File: src/rtl/fetch_queue_pkg.sv
// Shared widths and the queued fetch entry type for the instruction fetch stage.
package fetch_pkg;

  localparam int PC_W    = 5;
  localparam int INSTR_W = 32;

  typedef struct packed {
    logic [PC_W-1:0]    pc;
    logic [INSTR_W-1:0] instr;
  } fetch_entry_t;

  // Program counter increment; wraps silently at the top of the program space.
  function automatic logic [PC_W-1:0] next_pc(input logic [PC_W-1:0] pc);
    return pc + PC_W'(1);
  endfunction

endpackage

File: src/rtl/fetch_queue_if.sv
// Fetch-stage bus: instruction memory port, downstream handshake and redirect request.
interface fetch_queue_if;
  import fetch_pkg::*;

  logic [PC_W-1:0]    imem_addr;
  logic [INSTR_W-1:0] imem_rdata;
  logic               redirect_valid;
  logic [PC_W-1:0]    redirect_pc;
  logic               out_valid;
  logic               out_ready;
  logic [PC_W-1:0]    out_pc;
  logic [INSTR_W-1:0] out_instr;

  modport master (
    output imem_addr,
    input  imem_rdata,
    input  redirect_valid,
    input  redirect_pc,
    output out_valid,
    input  out_ready,
    output out_pc,
    output out_instr
  );

  modport slave (
    input  imem_addr,
    output imem_rdata,
    output redirect_valid,
    output redirect_pc,
    input  out_valid,
    output out_ready,
    input  out_pc,
    input  out_instr
  );

endinterface

File: src/rtl/fetch_queue_fifo.sv
// Small synchronous FIFO of fetch entries with flush; flush wins over push and pop.
module fetch_fifo
  import fetch_pkg::*;
#(
  parameter int DEPTH = 2
) (
  input  logic                     clk,
  input  logic                     rst,
  input  logic                     push,
  input  logic                     pop,
  input  logic                     flush,
  input  fetch_entry_t             wr_entry,
  output fetch_entry_t             head,
  output logic [$clog2(DEPTH):0]   count,
  output logic                     full,
  output logic                     empty
);

  localparam int PTR_W = $clog2(DEPTH);
  localparam int CNT_W = PTR_W + 1;
  localparam logic [PTR_W-1:0] PTR_ONE  = PTR_W'(1);
  localparam logic [CNT_W-1:0] CNT_ONE  = CNT_W'(1);
  localparam logic [CNT_W-1:0] CNT_FULL = CNT_W'(DEPTH);

  fetch_entry_t       mem_r [DEPTH];
  logic [PTR_W-1:0]   wr_ptr_r;
  logic [PTR_W-1:0]   rd_ptr_r;
  logic [CNT_W-1:0]   count_r;
  logic               push_ok_s;
  logic               pop_ok_s;

  // Qualify requests: pop needs data, push needs room unless the head leaves this edge.
  always_comb begin
    pop_ok_s  = pop && (count_r != CNT_W'(0));
    push_ok_s = push && ((count_r != CNT_FULL) || pop_ok_s);
  end

  // Storage, pointers and occupancy.
  always_ff @(posedge clk or posedge rst) begin
    if (rst) begin
      for (int i = 0; i < DEPTH; i++) begin
        mem_r[i] <= '0;
      end
      wr_ptr_r <= '0;
      rd_ptr_r <= '0;
      count_r  <= '0;
    end else if (flush) begin
      wr_ptr_r <= '0;
      rd_ptr_r <= '0;
      count_r  <= '0;
    end else begin
      if (push_ok_s) begin
        mem_r[wr_ptr_r] <= wr_entry;
        wr_ptr_r        <= wr_ptr_r + PTR_ONE;
      end
      if (pop_ok_s) begin
        rd_ptr_r <= rd_ptr_r + PTR_ONE;
      end
      case ({push_ok_s, pop_ok_s})
        2'b10:   count_r <= count_r + CNT_ONE;
        2'b01:   count_r <= count_r - CNT_ONE;
        default: count_r <= count_r;
      endcase
    end
  end

  assign head  = mem_r[rd_ptr_r];
  assign count = count_r;
  assign full  = (count_r == CNT_FULL);
  assign empty = (count_r == CNT_W'(0));

endmodule

File: src/rtl/fetch_queue.sv
// Instruction fetch stage: owns the PC, reads imem one word per cycle and buffers
// {pc, instr} pairs for the downstream stage; redirects flush the queue and reload the PC.
module fetch_queue
  import fetch_pkg::*;
#(
  parameter int DEPTH = 2
) (
  input  logic         clk,
  input  logic         rst,
  fetch_queue_if.master bus
);

  logic [PC_W-1:0]          fetch_pc_r;
  logic                     push_s;
  logic                     pop_s;
  logic                     fifo_full_s;
  logic                     fifo_empty_s;
  logic [$clog2(DEPTH):0]   fifo_count_s;
  fetch_entry_t             wr_entry_s;
  fetch_entry_t             head_s;

  assign bus.imem_addr = fetch_pc_r;

  // Handshake and fetch control; a redirect suppresses the push of the stale word.
  always_comb begin
    pop_s      = !fifo_empty_s && bus.out_ready;
    wr_entry_s = '{pc: fetch_pc_r, instr: bus.imem_rdata};
    if (bus.redirect_valid) begin
      push_s = 1'b0;
    end else begin
      push_s = !fifo_full_s || pop_s;
    end
  end

  // Program counter: redirect target, else advance on every accepted fetch.
  always_ff @(posedge clk or posedge rst) begin
    if (rst) begin
      fetch_pc_r <= '0;
    end else if (bus.redirect_valid) begin
      fetch_pc_r <= bus.redirect_pc;
    end else if (push_s) begin
      fetch_pc_r <= next_pc(fetch_pc_r);
    end
  end

  fetch_fifo #(
    .DEPTH (DEPTH)
  ) u_fifo (
    .clk      (clk),
    .rst      (rst),
    .push     (push_s),
    .pop      (pop_s),
    .flush    (bus.redirect_valid),
    .wr_entry (wr_entry_s),
    .head     (head_s),
    .count    (fifo_count_s),
    .full     (fifo_full_s),
    .empty    (fifo_empty_s)
  );

  // Head presentation straight from queue state; zeros rather than stale data when empty.
  always_comb begin
    if (fifo_count_s == '0) begin
      bus.out_valid = 1'b0;
      bus.out_pc    = '0;
      bus.out_instr = '0;
    end else begin
      bus.out_valid = 1'b1;
      bus.out_pc    = head_s.pc;
      bus.out_instr = head_s.instr;
    end
  end

endmodule

File: src/flat_wrapper.sv
// flat-port wrapper written by rule: the top's interface ports become plain ports
module fetch_queue_flat import fetch_pkg::*;
#(
  parameter int DEPTH = 2
)
  (clk, rst, bus_imem_addr, bus_imem_rdata, bus_redirect_valid, bus_redirect_pc, bus_out_valid, bus_out_ready, bus_out_pc, bus_out_instr);
  fetch_queue_if bus_i ();
  input  logic clk;
  input  logic rst;
  output wire logic [$bits(bus_i.imem_addr)-1:0] bus_imem_addr;
  input wire logic [$bits(bus_i.imem_rdata)-1:0] bus_imem_rdata;
  input wire logic [$bits(bus_i.redirect_valid)-1:0] bus_redirect_valid;
  input wire logic [$bits(bus_i.redirect_pc)-1:0] bus_redirect_pc;
  output wire logic [$bits(bus_i.out_valid)-1:0] bus_out_valid;
  input wire logic [$bits(bus_i.out_ready)-1:0] bus_out_ready;
  output wire logic [$bits(bus_i.out_pc)-1:0] bus_out_pc;
  output wire logic [$bits(bus_i.out_instr)-1:0] bus_out_instr;
  assign bus_imem_addr = bus_i.imem_addr;
  assign bus_i.imem_rdata = bus_imem_rdata;
  assign bus_i.redirect_valid = bus_redirect_valid;
  assign bus_i.redirect_pc = bus_redirect_pc;
  assign bus_out_valid = bus_i.out_valid;
  assign bus_i.out_ready = bus_out_ready;
  assign bus_out_pc = bus_i.out_pc;
  assign bus_out_instr = bus_i.out_instr;
  fetch_queue #(.DEPTH(DEPTH)) u_core (.clk(clk), .rst(rst), .bus(bus_i));
endmodule
File: config.mk
export PLATFORM = sky130hd
export DESIGN_NAME = fetch_queue_flat
export DESIGN_NICKNAME = d
export VERILOG_FILES = /design/src/rtl/fetch_queue_pkg.sv /design/src/rtl/fetch_queue_if.sv /design/src/rtl/fetch_queue_fifo.sv /design/src/rtl/fetch_queue.sv /design/src/flat_wrapper.sv
export SDC_FILE = /design/constraint.sdc
export NUM_CORES = 1
export LEC_CHECK = 0
export ABC_AREA = 0
export ABC_CLOCK_PERIOD_IN_PS = 4600
export BUFFER_PORTS_ARGS = -buffer_cell sky130_fd_sc_hd__buf_2
export CORE_MARGIN = 10
export CORE_UTILIZATION = 45
export CTS_BUF_LIST = sky130_fd_sc_hd__clkbuf_4 sky130_fd_sc_hd__clkbuf_8 sky130_fd_sc_hd__clkbuf_16
export CTS_CLUSTER_DIAMETER = 150
export DETAILED_ROUTE_END_ITERATION = 8
export PLACE_DENSITY = 0.65
export SETUP_SLACK_MARGIN = 0.5
export SLEW_MARGIN = 20
export SYNTH_ARGS = -nofsm -noshare
export SYNTH_HDL_FRONTEND = slang
export SYNTH_HIERARCHICAL = 1
export SYNTH_SLANG_ARGS = --single-unit
File: constraint.sdc
create_clock -name clk -period 4.6 [get_ports clk]
set_clock_uncertainty 0.2 [all_clocks]
set_input_delay 0.23 -clock clk [delete_from_list [all_inputs] [get_ports clk]]
set_output_delay 0.23 -clock clk [all_outputs]
set_load 0.02 [all_outputs]
======== After elaboration in Yosys (flattened, before gate mapping) ========
Cells that the tools add are included.
operators by class
  mux-type cells .......................... 18
  order comparisons ....................... 3
  reduce and logical (&&, ||, !) cells .... 15
  add/sub/neg operators ................... 5
  equality and inequality tests ........... 4
  bitwise logic cells ..................... 3
operator list
  operator               number
  $mux W37               4
  $bwmux W74             1
  $demux W37 S1          1
  $mux W32               1
  $mux W5                3
  $reduce_bool A2 Y1     4
  $mux W1                6
  $add A5 B1 Y5 const B  1
  $eq A2 B2 Y1 const B   2
  $ge A2 B2 Y1 const B   2
  $logic_and A1 B1 Y1    4
  $not A1 Y2             2
  $pmux W2 S2            1
  $reduce_bool A3 Y1     1
  $add A1 B1 Y1 const B  2
  $add A2 B1 Y2 const B  1
  $eq A2 B1 Y1 const B   1
  $logic_not A1 Y1       2
  $logic_not A2 Y1       1
  $logic_or A1 B1 Y1     2
  $lt A2 B1 Y1 const B   1
  $mux W2                1
  $ne A2 B2 Y1 const B   1
  $reduce_and A2 Y1      1
  other kinds (2)        2
storage, ports and cells
  register bits ........................... 83

======== Longest topological paths before layout ========
Gate-level depths: netlist (run 1).
  word-level depth ........................ 9
  depth in mapped cells ................... 9
  gate-level depth less buffers ........... 6

======== Cells and area by module ========
The synthesis (run 1) kept the hierarchy.
by module, submodules not included
  module       area each (um2)  instances  cells each
  fetch_fifo   3498.4           1          224
  fetch_queue  620.6            1          83

======== Least setup slack after synthesis (run 1) ========
Ideal clock, no wire load.
  path kind ............................... register -> register
  start ................................... register u_core.u_fifo.count_r[0], in the netlist u_core/u_fifo/count[0]
  end ..................................... register u_core/u_fifo/mem_r[0] (netlist name)
  library setup time ...................... 0.125 ns
  arrival ................................. 2.202 ns
  stages on the path, launching flop included .. 9
  required time ........................... 4.275 ns
  period minus slack after synthesis ...... 2.527 ns
  setup slack ............................. 2.073 ns
  cell sequence ........................... dfrtp_1 -> nor2_1 -> nand2b_4 -> buf_6 -> a21oi_1 -> nand2_1 -> nor3_2 -> buf_4 -> mux2_2
between the ends
  cells in the longest elaborated chain, start to end .. 7
  elaborated cells between the ends (all ways) .. 13
  classes of those cells .................. eq/ne: 2; mux: 1; reduce/logical: 10
ends and longest elaborated chain
  what                                RTL line                text
  start, declared                     fetch_queue_fifo.sv:28  logic [CNT_W-1:0] count_r;
  start signal, assigned              fetch_queue_fifo.sv:60  2'b10: count_r <= count_r + CNT_ONE;
  start signal, assigned              fetch_queue_fifo.sv:61  2'b01: count_r <= count_r - CNT_ONE;
  start signal, assigned              fetch_queue_fifo.sv:62  default: count_r <= count_r;
  $logic_not A2 Y1                    fetch_queue_fifo.sv:70  assign empty = (count_r == CNT_W'(0));
  net u_core.fifo_empty_s             fetch_queue.sv:17       logic fifo_empty_s;
  $logic_not A1 Y1                    fetch_queue.sv:26       pop_s = !fifo_empty_s && bus.out_ready;
  $logic_and A1 B1 Y1                 fetch_queue.sv:26
  $logic_or A1 B1 Y1                  fetch_queue.sv:31       push_s = !fifo_full_s || pop_s;
  $mux W1                             fetch_queue.sv:28       if (bus.redirect_valid) begin
  net u_core.push_s                   fetch_queue.sv:14       logic push_s;
  $logic_and A1 B1 Y1                 fetch_queue_fifo.sv:35  push_ok_s = push && ((count_r != CNT_FULL) || pop_ok_s);
  $reduce_and A2 Y1 (no source line)  --
  end signal, assigned by index       fetch_queue_fifo.sv:53  mem_r[wr_ptr_r] <= wr_entry;
  end, declared                       fetch_queue_fifo.sv:25  fetch_entry_t mem_r [DEPTH];
The timed path passes the listed nets, and every way through them passes these cells.
A chain may end at the register's enable or synchronous reset.

======== Worst setup path in the final report (run 1) ========
  start ................................... register u_core.u_fifo.count_r[0], in the netlist u_core/u_fifo/count[0]
  end ..................................... register u_core/u_fifo/mem_r[54] (netlist name)
between the ends
  cells in the longest elaborated chain, start to end .. 7
  elaborated cells between the ends (all ways) .. 13
  classes of those cells .................. eq/ne: 2; mux: 1; reduce/logical: 10
ends and longest elaborated chain
  what                                                       RTL line                                   text
  $logic_not A2 Y1 (*)                                       fetch_queue_fifo.sv:70
  net u_core.fifo_empty_s                                    fetch_queue.sv:17
  $logic_not A1 Y1 (*)                                       fetch_queue.sv:26
  $logic_and A1 B1 Y1 (*)                                    fetch_queue.sv:26
  net u_core.pop_s                                           fetch_queue.sv:15                          logic pop_s;
  $logic_or A1 B1 Y1 or $logic_and A1 B1 Y1 (tied branches)  fetch_queue.sv:31, fetch_queue_fifo.sv:34
  $mux W1 or $logic_or A1 B1 Y1 (tied branches)              fetch_queue.sv:28, fetch_queue_fifo.sv:35
  $logic_and A1 B1 Y1 (*)                                    fetch_queue_fifo.sv:35
  $reduce_and A2 Y1 (no source line) (*)                     --
The timed path passes the listed nets; every way through them passes the cells marked *.

==> impl_metrics.toml, run 1 <==
[clocking]
cts_tree = "built"
numCtsBuffers = 9
clk_pin_slew_worst_paths_ns = 0.08
clock_latency_ns = 0.34
clock_sinks = 83
clock_path_buffers = 2
htree_levels = 3
cts_root_buf = "clkbuf_8"

[grt]
grt_pass1_vias = 3051
top_usage_layer = "met2"
gr-usage-met2_pct = 23.1
grt_use_met3_pct = 3.26
grt-ovfl-total = 0
grt_max_degree = 79
met1_usage_pct = 17.7
grt_usage_pct = 14.0
grt_pass1_wl_mm = 15.2
antenna_found_initial = 0

[detailed_routing]
wl_per_cell_um = 17.0
drc = 0
routed_wl_mm = 9.08
dr.pass1.iters = 4
routed_via_density = 5.12
drtIter0Drc = 87
route.antenna.remaining_nets = 0
num_vias = 2739

[die]
start_util_pct = 46.8
die_width_um = 116
placementRows = 34
io_pins = 84
die_y_um = 116
core_mm2 = 0.00881
die_area_mm2 = 0.0134

[logic_synthesis]
synth_warnings = 6
synthAdderAreaFrac_pct = 0.304
synth_compound_area_share_pct = 3.68
ys_seq_area_share_pct = 50.4
synth_area_mm2 = 0.00412
synth_cell_types = 35
synth_edf_count = 0
synth_top_family_by_area = "multiplexers"
synth_top_area_share_pct = 50.4
synth_ff_type = "dfrtp_1"
synthMuxAreaShare_pct = 32.1
postSynthAreaPerCell_um2 = 13.4
synth_xor_area_share_pct = 0.425
syn_inst = 307
async_reset_ff_share_pct = 100
synth_fp_nets = 349
yosys.area_share.simple_pct = 9.63
synth_area_leaders = "dfrtp_1 (50%), mux2_2 (25%), mux2_4 (6.9%)"
ys_ff_latch = 83
synth_top_area_cell = "dfrtp_1"

[worst_setup_path]
worst-setup-path-type = "register to register"
r2r_end = "u_core/u_fifo/mem_r[54]$_DFFE_PP0P_"
r2r_slack_ns = 1.60
cp.arrival_ns = 3.01
required_ns = 4.62
cp_max_fo = 38
end_kind = "register"
r2r_start = "u_core/u_fifo/count[0]$_DFFE_PP0P_"
start_kind = "register"
rr_worst_depth = 6

[placed_design]
place_ws_ns = 1.67
port_buffers = 83
place.gp.congestion = 0.759
dpl-instance-area_mm2 = 0.00458
hpwl_mm = 5.58

[timing]
setup_slack_ns = 1.60
rsz0062_at_grt = "no"
holdWs_ns = 0.0940
hold_viol = 0
setup_viol = 0
fmax_ghz = 0.334
drv_slew = 0
worstMarginPinSlew_ns = 0.996
fin_crit_sh_pct = 65.1
period_needed_ns = 3.00
maxSlewHeadroom_pct = 33.5
finalSetupTns_ns = 0

[min_path]
min_from = "bus_redirect_valid"
holdPathStages = 2
hold-path-endpoint = "u_core/u_fifo/rd_ptr_r$_DFFE_PP0P_"
min-delay-path-class = "input pin to register"

[final_layout]
n_antenna_cell = 0
syn_to_final_growth_pct = 25.9
layout-drive-gt1-share_pct = 51.1
final_cell_mix = "mux2_2 (92), buf_2 (83), dfrtp_1 (82)"
design_area_mm2 = 0.00518
nNetsFinal = 465
final_common_cell = "mux2_2"
post-route-util_pct = 58.9

[power_and_ir_drop]
ir_worst_vdd_uv = 223
powerDensity_mw_per_mm2 = 450
p_leak_nw = 2.39

[outcome]
status = "finished clean"

[job]
cap_viol_max_count = 0
[flip-flops by register name (all words and copies together), names as in the netlist]
signal                  flops
u_core/u_fifo/rd_ptr_r      1
u_core/bus.imem_addr        5
u_core/u_fifo/wr_ptr_r      1
u_core/u_fifo/count         2
u_core/u_fifo/mem_r        74
[final cells by class]
class                           instances  area (µm²)
Clock inverter                          2        60.1
Sequential cell                        83        2080
Fill cell                             709        3620
Timing Repair Buffer                  123         811
Multi-Input combinational cell        199        1910
Tap cell                              108         135
Inverter                                7        27.5
Clock buffer                           13         160
[timing repair]
item                                   CTS  global route
gates resized for setup                  0             0
setup buffers                            0             0
endpoints found under the hold margin   74             0
hold buffers                            38             0
[worst max-delay path by stage]
stage,startpoint,slack [ns],to,cells past startpoint
after global placement,u_core/u_fifo/count[0]$_DFFE_PP0P_,1.73,u_core/u_fifo/mem_r[58]$_DFFE_PP0P_,6
after CTS,u_core/u_fifo/count[0]$_DFFE_PP0P_,1.64,u_core/u_fifo/mem_r[54]$_DFFE_PP0P_,6
final,u_core/u_fifo/count[0]$_DFFE_PP0P_,1.60,u_core/u_fifo/mem_r[54]$_DFFE_PP0P_,6
after global routing,u_core/u_fifo/count[0]$_DFFE_PP0P_,1.48,u_core/u_fifo/mem_r[55]$_DFFE_PP0P_,6
after floorplan,u_core/u_fifo/count[0]$_DFFE_PP0P_,2.07,u_core/u_fifo/mem_r[0]$_DFFE_PP0P_,8
after detailed placement,u_core/u_fifo/count[0]$_DFFE_PP0P_,1.67,u_core/u_fifo/mem_r[42]$_DFFE_PP0P_,6
[per-stage QoR]
| step | power (mW) | instances |
|---|---|---|
| after floorplan | 1.57 | 307 |
| after global placement | 1.72 | 482 |
| after detailed placement | 1.75 | 482 |
| after CTS | 2.36 | 535 |
| after global routing | 2.48 | 535 |
| final | 2.33 | 535 |
[cells by family (layout without fill, tap and decap cells)]
logic type               after synthesis  in the layout
multiplexers                         111            111
flip-flops                            83             83
AND/OR/NAND/NOR                       66             66
buffers and inverters                 25            145
AO/OA/AOI/OAI                         19             19
XOR/XNOR                               2              2
adder cells (fa/ha/maj)                1              1
[critical path, stage by stage, from the launching register on]
cell	delay, ns
dfrtp_1	0.49
nor2_1	0.14
nand2b_4	0.19
inv_1	0.15
nor3b_1	0.57
or4b_4	0.69
mux2_2	0.40
[Yosys cell counts, types with 4 or more instances]
cell type	number
inv_1	7
mux2_4	19
mux2_2	92
a21oi_1	4
dfrtp_1	83
buf_2	6
clkbuf_1	4
buf_6	4
nor2b_1	40
nor2_1	7
nand2_1	6
[report_power, final]
part | switching (mW) | internal, mW | total, mW | leakage, nW
registers | 0.125 | 0.952 | 1.08 | 0.993
clock network | 0.243 | 0.337 | 0.579 | 0.114
logic | 0.276 | 0.400 | 0.675 | 1.29
[per-layer routing]
layer	part of all wire [%]	vias to the layer above
met3	4.6	8
met4	1.2	0
met2	48	56
met5	0	-
li1	-	1301
met1	46	1374
No activity file was read; power rests on OpenSTA's default activity.
==> run 2: changes to the inputs <==
Settings changed: ABC_CLOCK_PERIOD_IN_PS 4600 to 3100.
Clock period 4.6 ns to 3.1 ns, I/O delays scaled along.
==> run 2 against run 1 <==
- total power is 48% higher
- worst setup slack lost 0.92 ns
- final area grew 2.6%
- clock-buffer cell count is 2 lower
- critical path type unchanged
- via count grew 1.3%
- wire length grew 2.1%
- highest routed layer unchanged
- core utilization increased by 1.5 points
==> impl_metrics.toml, run 2 (synthesis gave the netlist of run 1 again) <==
[die]
placementRows = 34
die_area_mm2 = 0.0134
core_mm2 = 0.00881
start_util_pct = 46.8
io_pins = 84
die_y_um = 116
die_width_um = 116

[clocking]
clock_latency_ns = 0.34
clock_path_buffers = 2
numCtsBuffers = 9
htree_levels = 3
clk_pin_slew_worst_paths_ns = 0.08
cts_tree = "built"
cts_root_buf = "clkbuf_8"
clock_sinks = 83

[grt]
grt_max_degree = 42
grt_usage_pct = 14.6
grt_pass1_wl_mm = 15.8
grt_pass1_vias = 3078
antenna_found_initial = 0
grt-ovfl-total = 0

[detailed_routing]
routed_via_density = 5.05
dr.pass1.iters = 4
drc = 0
drtIter0Drc = 85
wl_per_cell_um = 16.9
num_vias = 2774
route.antenna.remaining_nets = 0
routed_wl_mm = 9.27

[worst_setup_path]
required_ns = 3.12
slowest_delay_ns = 0.47
path_buf_inv = 2
slowest_stage = "dfrtp_2"
rr_worst_depth = 7
end_kind = "register"
r2r_end = "u_core/u_fifo/mem_r[49]$_DFFE_PP0P_"
worst-setup-path-type = "register to register"
start_kind = "register"
r2r_slack_ns = 0.68
crit_path_cell_trace = "nor2_1 > nand2b_4 > clkinvlp_4 > nor3b_1 > or4b_4 > buf_4 > mux2_2"
critical-path-top-delay-family = "simple AND/OR/NAND/NOR gates"
cp_max_fo = 12
cp.arrival_ns = 2.44
r2r_start = "u_core/u_fifo/count[0]$_DFFE_PP0P_"

[final_layout]
layout-drive-gt1-share_pct = 53.3
nNetsFinal = 478
nFillCells = 706
largest_register_ff_count = 74
n_antenna_cell = 0
syn_to_final_growth_pct = 29.1
final_common_cell = "mux2_2"
post-route-util_pct = 60.4
multi_input_area_mm2 = 0.00191
final_cell_mix = "mux2_2 (92), buf_2 (83), dfrtp_1 (80)"
regArea_mm2 = 0.00208
fin_cells = 549
top_register = "u_core/u_fifo/mem_r"

[timing]
finalSetupTns_ns = 0
hold_viol = 0
maxSlewHeadroom_pct = 52.0
setup_slack_ns = 0.684
period_needed_ns = 2.42
rsz0062_at_grt = "no"
fmax_ghz = 0.414
worstMarginPinSlew_ns = 0.719
drv_slew = 0
setup_viol = 0
fin_crit_sh_pct = 77.9

[min_path]
min_from = "bus_redirect_valid"
min-delay-path-class = "input pin to register"
hold-path-endpoint = "u_core/u_fifo/rd_ptr_r$_DFFE_PP0P_"
holdPathStages = 2

[placed_design]
place.gp.congestion = 0.786
place_ws_ns = 0.499
port_buffers = 83
hpwl_mm = 6.08
place_inst = 491

[outcome]
status = "finished clean"

[power_and_ir_drop]
power_mw = 3.45
ir_worst_vdd_uv = 354
p_leak_nw = 2.45
powerDensity_mw_per_mm2 = 649

[job]
cap_viol_max_count = 0
run 2: changes by cell type in the layout (fill, tap and decap cells not counted), sizes merged:
cell      delta
clkbuf       -2
bufinv       -1
inv          -1
buf         +13
clkinv       +4
clkinvlp     +1
run 2: layout make-up:
cell class | count | area share, %
Clock buffer | 11 | 2.85
Clock inverter | 5 | 1.15
Inverter | 7 | 0.588
Multi-Input combinational cell | 199 | 36.0
Sequential cell | 83 | 39.1
Tap cell | 108 | 2.54
Timing Repair Buffer | 136 | 17.8
run 2: stage by stage:
step                      area [µm²]  hold slack (ns)
final                           5320           0.0210
after global routing            5320           0.0363
after CTS                       5290          0.00571
after detailed placement        4690           -0.122
after global placement          4690           -0.128
after floorplan                 4120           -0.266
run 2: worst max path at each step:
stage	startpoint	slack (ns)	endpoint	cells after the start
3_5_place_dp	u_core/u_fifo/count[0]$_DFFE_PP0P_	0.50	u_core/u_fifo/mem_r[47]$_DFFE_PP0P_	7
3_3_place_gp	u_core/u_fifo/count[0]$_DFFE_PP0P_	0.55	u_core/u_fifo/mem_r[46]$_DFFE_PP0P_	7
4_1_cts	u_core/u_fifo/count[0]$_DFFE_PP0P_	0.56	u_core/u_fifo/mem_r[49]$_DFFE_PP0P_	7
6_report	u_core/u_fifo/count[0]$_DFFE_PP0P_	0.68	u_core/u_fifo/mem_r[49]$_DFFE_PP0P_	7
2_1_floorplan	u_core/u_fifo/count[0]$_DFFE_PP0P_	0.57	u_core/u_fifo/mem_r[0]$_DFFE_PP0P_	8
5_1_grt	u_core/u_fifo/count[0]$_DFFE_PP0P_	0.51	u_core/u_fifo/mem_r[49]$_DFFE_PP0P_	7
run 2: what timing repair did:
item / CTS / global route
hold buffers: 38 / 0
pin swaps: 0 / 1
buffers inserted: 0 / 4
endpoints found under the hold margin: 113 / 0
gates resized for setup: 2 / 1
endpoints found under the setup margin: 23 / 26
run 2: power breakdown:
group / internal [mW] / switching (mW) / leakage, nW / total (mW)
Sequential: 1.41 / 0.181 / 0.990 / 1.59
Clock: 0.420 / 0.398 / 0.109 / 0.818
Combinational: 0.615 / 0.423 / 1.35 / 1.04
run 2: layer usage:
metal  part of all wire [%]  GRT usage, %
met1                     45          18.6
met2                     49          23.6
met3                    5.5          3.77
met4                   0.82          4.84
met5                      0             0
==> run 3: changes to the inputs <==
Settings changed: ABC_AREA 0 to 1, ABC_CLOCK_PERIOD_IN_PS 3100 to 2400, PLACE_DENSITY 0.65 to 0.64.
Clock period 3.1 ns to 2.4 ns, I/O delays scaled along.
==> run 3 against run 2 <==
- core utilization grew 2.9 points
- sequential power grew 52%
- worst setup slack lost 0.11 ns
- critical path depth is the same
- die area grew 5.1%
- global-route usage grew 1.2 points
- highest routed layer unchanged
==> impl_metrics.toml, run 3 <==
[timing]
hold_viol = 0
holdWs_ns = 0.0362
drv_slew = 0
rsz0062_at_grt = "yes"
finalSetupTns_ns = 0
maxSlewHeadroom_pct = 71.3
fmax_ghz = 0.548
period_needed_ns = 1.83
fin_crit_sh_pct = 76.1
setup_slack_ns = 0.574
setup_viol = 0
worstMarginPinSlew_ns = 0.430

[die]
placementRows = 35
die_width_um = 119
die_y_um = 119
core_mm2 = 0.00937
die_area_mm2 = 0.0141
io_pins = 84
start_util_pct = 46.7

[worst_setup_path]
end_kind = "primary output"
startpoint = "u_core/u_fifo/rd_ptr_r$_DFFE_PP0P_"
r2r_slack_ns = 0.58
r2r_start = "u_core/u_fifo/count[1]$_DFFE_PP0P_"
cp.arrival_ns = 1.51
endpoint = "bus_out_instr[2]"
slowest_stage = "dfrtp_2"
required_ns = 2.08
crit_path_cell_trace = "clkinv_4 > buf_12 > nand2_1 > nand2_1 > inv_1 > nor2_1 > buf_2"
cp_max_fo = 14
rr_worst_depth = 11
cpMostUsedCell = "nand2_1"
start_kind = "register"
slowest_delay_ns = 0.46
worst-setup-path-type = "register to primary output"
r2r_end = "u_core/u_fifo/mem_r[45]$_DFFE_PP0P_"

[final_layout]
final_cell_mix = "nand2_1 (218), inv_1 (86), dfrtp_1 (82)"
fin_cells = 838
regArea_mm2 = 0.00208
largest_register_ff_count = 74
top_register = "u_core/u_fifo/mem_r"
syn_to_final_growth_pct = 35.5
n_antenna_cell = 0
layout-drive-gt1-share_pct = 28.6
nNetsFinal = 748
multi_input_area_mm2 = 0.00180
final_common_cell = "nand2_1"
nFillCells = 840

[grt]
grt-ovfl-total = 0
grt_pass1_wl_mm = 18.7
grt_usage_pct = 15.8
grt_pass1_vias = 3881
antenna_found_initial = 0
grt_max_degree = 43

[outcome]
status = "finished clean"

[detailed_routing]
drtIter0Drc = 266
dr.pass1.iters = 4
drc = 0
num_vias = 3884
routed_via_density = 4.63
routed_wl_mm = 11.4
wl_per_cell_um = 13.6
route.antenna.remaining_nets = 0

[clocking]
clock_path_buffers = 2
clock_sinks = 83
clock_latency_ns = 0.35
cts_tree = "built"
numCtsBuffers = 9
clk_pin_slew_worst_paths_ns = 0.08
cts_root_buf = "clkbuf_8"
htree_levels = 3

[logic_synthesis]
postSynthAreaPerCell_um2 = 7.69
synth_area_mm2 = 0.00438
synth_warnings = 6
synth_edf_count = 0
synth_top_area_share_pct = 47.5
async_reset_ff_share_pct = 100
ys_seq_area_share_pct = 47.5
synth_fp_nets = 611
synth_area_leaders = "dfrtp_1 (47%), nand2_1 (19%), o21ai_2 (10%)"
synth_top_area_cell = "dfrtp_1"
syn_inst = 569
yosys.cell_count.top_type = "nand2_1"
synth_ff_type = "dfrtp_1"
ys_ff_latch = 83
synth_commonest_cells = "nand2_1 (222), inv_1 (93), dfrtp_1 (83)"
synth_cell_types = 24

[placed_design]
hpwl_mm = 7.11
place_ws_ns = 0.218
place_inst = 768
place.gp.congestion = 0.785
port_buffers = 83

[power_and_ir_drop]
ir_worst_vdd_uv = 515
powerDensity_mw_per_mm2 = 1180
p_leak_nw = 3.28

[min_path]
min-delay-path-class = "input pin to asynchronous set/reset pin"

[job]
cap_viol_max_count = 0
[run 3: cell count changes in the layout (fill, tap and decap cells not counted), sizes merged, moves of 4 or more]
| cell | previous run | this run |
|---|---|---|
| dlygate4sd3 | 38 | 42 |
| nand3 | 3 | 13 |
| o21ai | 3 | 76 |
| clkbuf | 11 | 15 |
| mux2 | 111 | 0 |
| inv | 5 | 93 |
| nand4 | 0 | 6 |
| buf | 98 | 108 |
| nor2b | 40 | 0 |
| nand2 | 6 | 223 |
| nor2 | 7 | 40 |
[run 3: per-stage QoR]
stage	total power, mW	util [%]	cell area, µm²
3_3_place_gp	5.45	53.0	4970
6_report	6.98	63.3	5930
4_1_cts	6.84	61.4	5750
5_1_grt	7.57	63.3	5930
3_5_place_dp	5.55	53.0	4970
2_1_floorplan	4.67	-	4390
[run 3: worst min-delay path by stage]
stage | endpoint | slack [ns] | cells after the start | from
2_1_floorplan | u_core/bus.imem_addr[0]$_DFFE_PP0P_ | -0.30 | 1 | rst
3_3_place_gp | u_core/bus.imem_addr[0]$_DFFE_PP0P_ | -0.15 | 2 | rst
3_5_place_dp | u_core/bus.imem_addr[0]$_DFFE_PP0P_ | -0.15 | 2 | rst
4_1_cts | u_core/bus.imem_addr[0]$_DFFE_PP0P_ | 0.02 | 3 | rst
5_1_grt | u_core/bus.imem_addr[0]$_DFFE_PP0P_ | 0.06 | 3 | rst
6_report | u_core/bus.imem_addr[0]$_DFFE_PP0P_ | 0.04 | 3 | rst
[run 3: power by group]
| part | internal (mW) | leakage (nW) | switching [mW] |
|---|---|---|---|
| combinational | 1.44 | 2.14 | 2.09 |
| sequential | 2.03 | 1.03 | 0.388 |
| clock | 0.553 | 0.104 | 0.474 |
[run 3: area by class of cell]
type	instances	share of cell area, %
Timing Repair Buffer	154	22.4
Inverter	95	6.16
Multi-Input combinational cell	363	30.3
Clock buffer	12	2.78
Clock inverter	2	0.591
Sequential cell	83	35.0
Tap cell	129	2.72
[run 3: per-layer routing]
metal / wire [µm] / vias up / GRT usage, %
li1: - / 1988 / -
met4: 189 / 0 / 6.41
met3: 627 / 16 / 2.95
met5: 0 / - / 0
met1: 5060 / 1778 / 19.6
met2: 5510 / 102 / 26.4
[run 3: cells by family (layout without fill, tap and decap cells)]
kind of cell | after synthesis | after routing | synth area share [%]
flops | 83 | 83 | 47.5
simple gates | 283 | 283 | 25.7
buf+inv | 123 | 263 | 13.2
fa+ha+maj | 1 | 1 | 0.286
compound gates | 79 | 79 | 13.4
[run 3: critical path, delay by kind of cell, from the launching register on]
family	cells	cell delay, ns
buffers and inverters	4	0.46
AND/OR/NAND/NOR	3	0.22
flip-flops	1	0.46
[run 3: timing repair]
| action | CTS | global route |
|---|---|---|
| hold endpoints to repair | 139 | 0 |
| endpoints found under the setup margin | 114 | 107 |
| cloned | 2 | 3 |
| resized for setup | 16 | 34 |
| setup buffers | 6 | 3 |
| hold buffers | 42 | 0 |
| pin swaps | 1 | 3 |
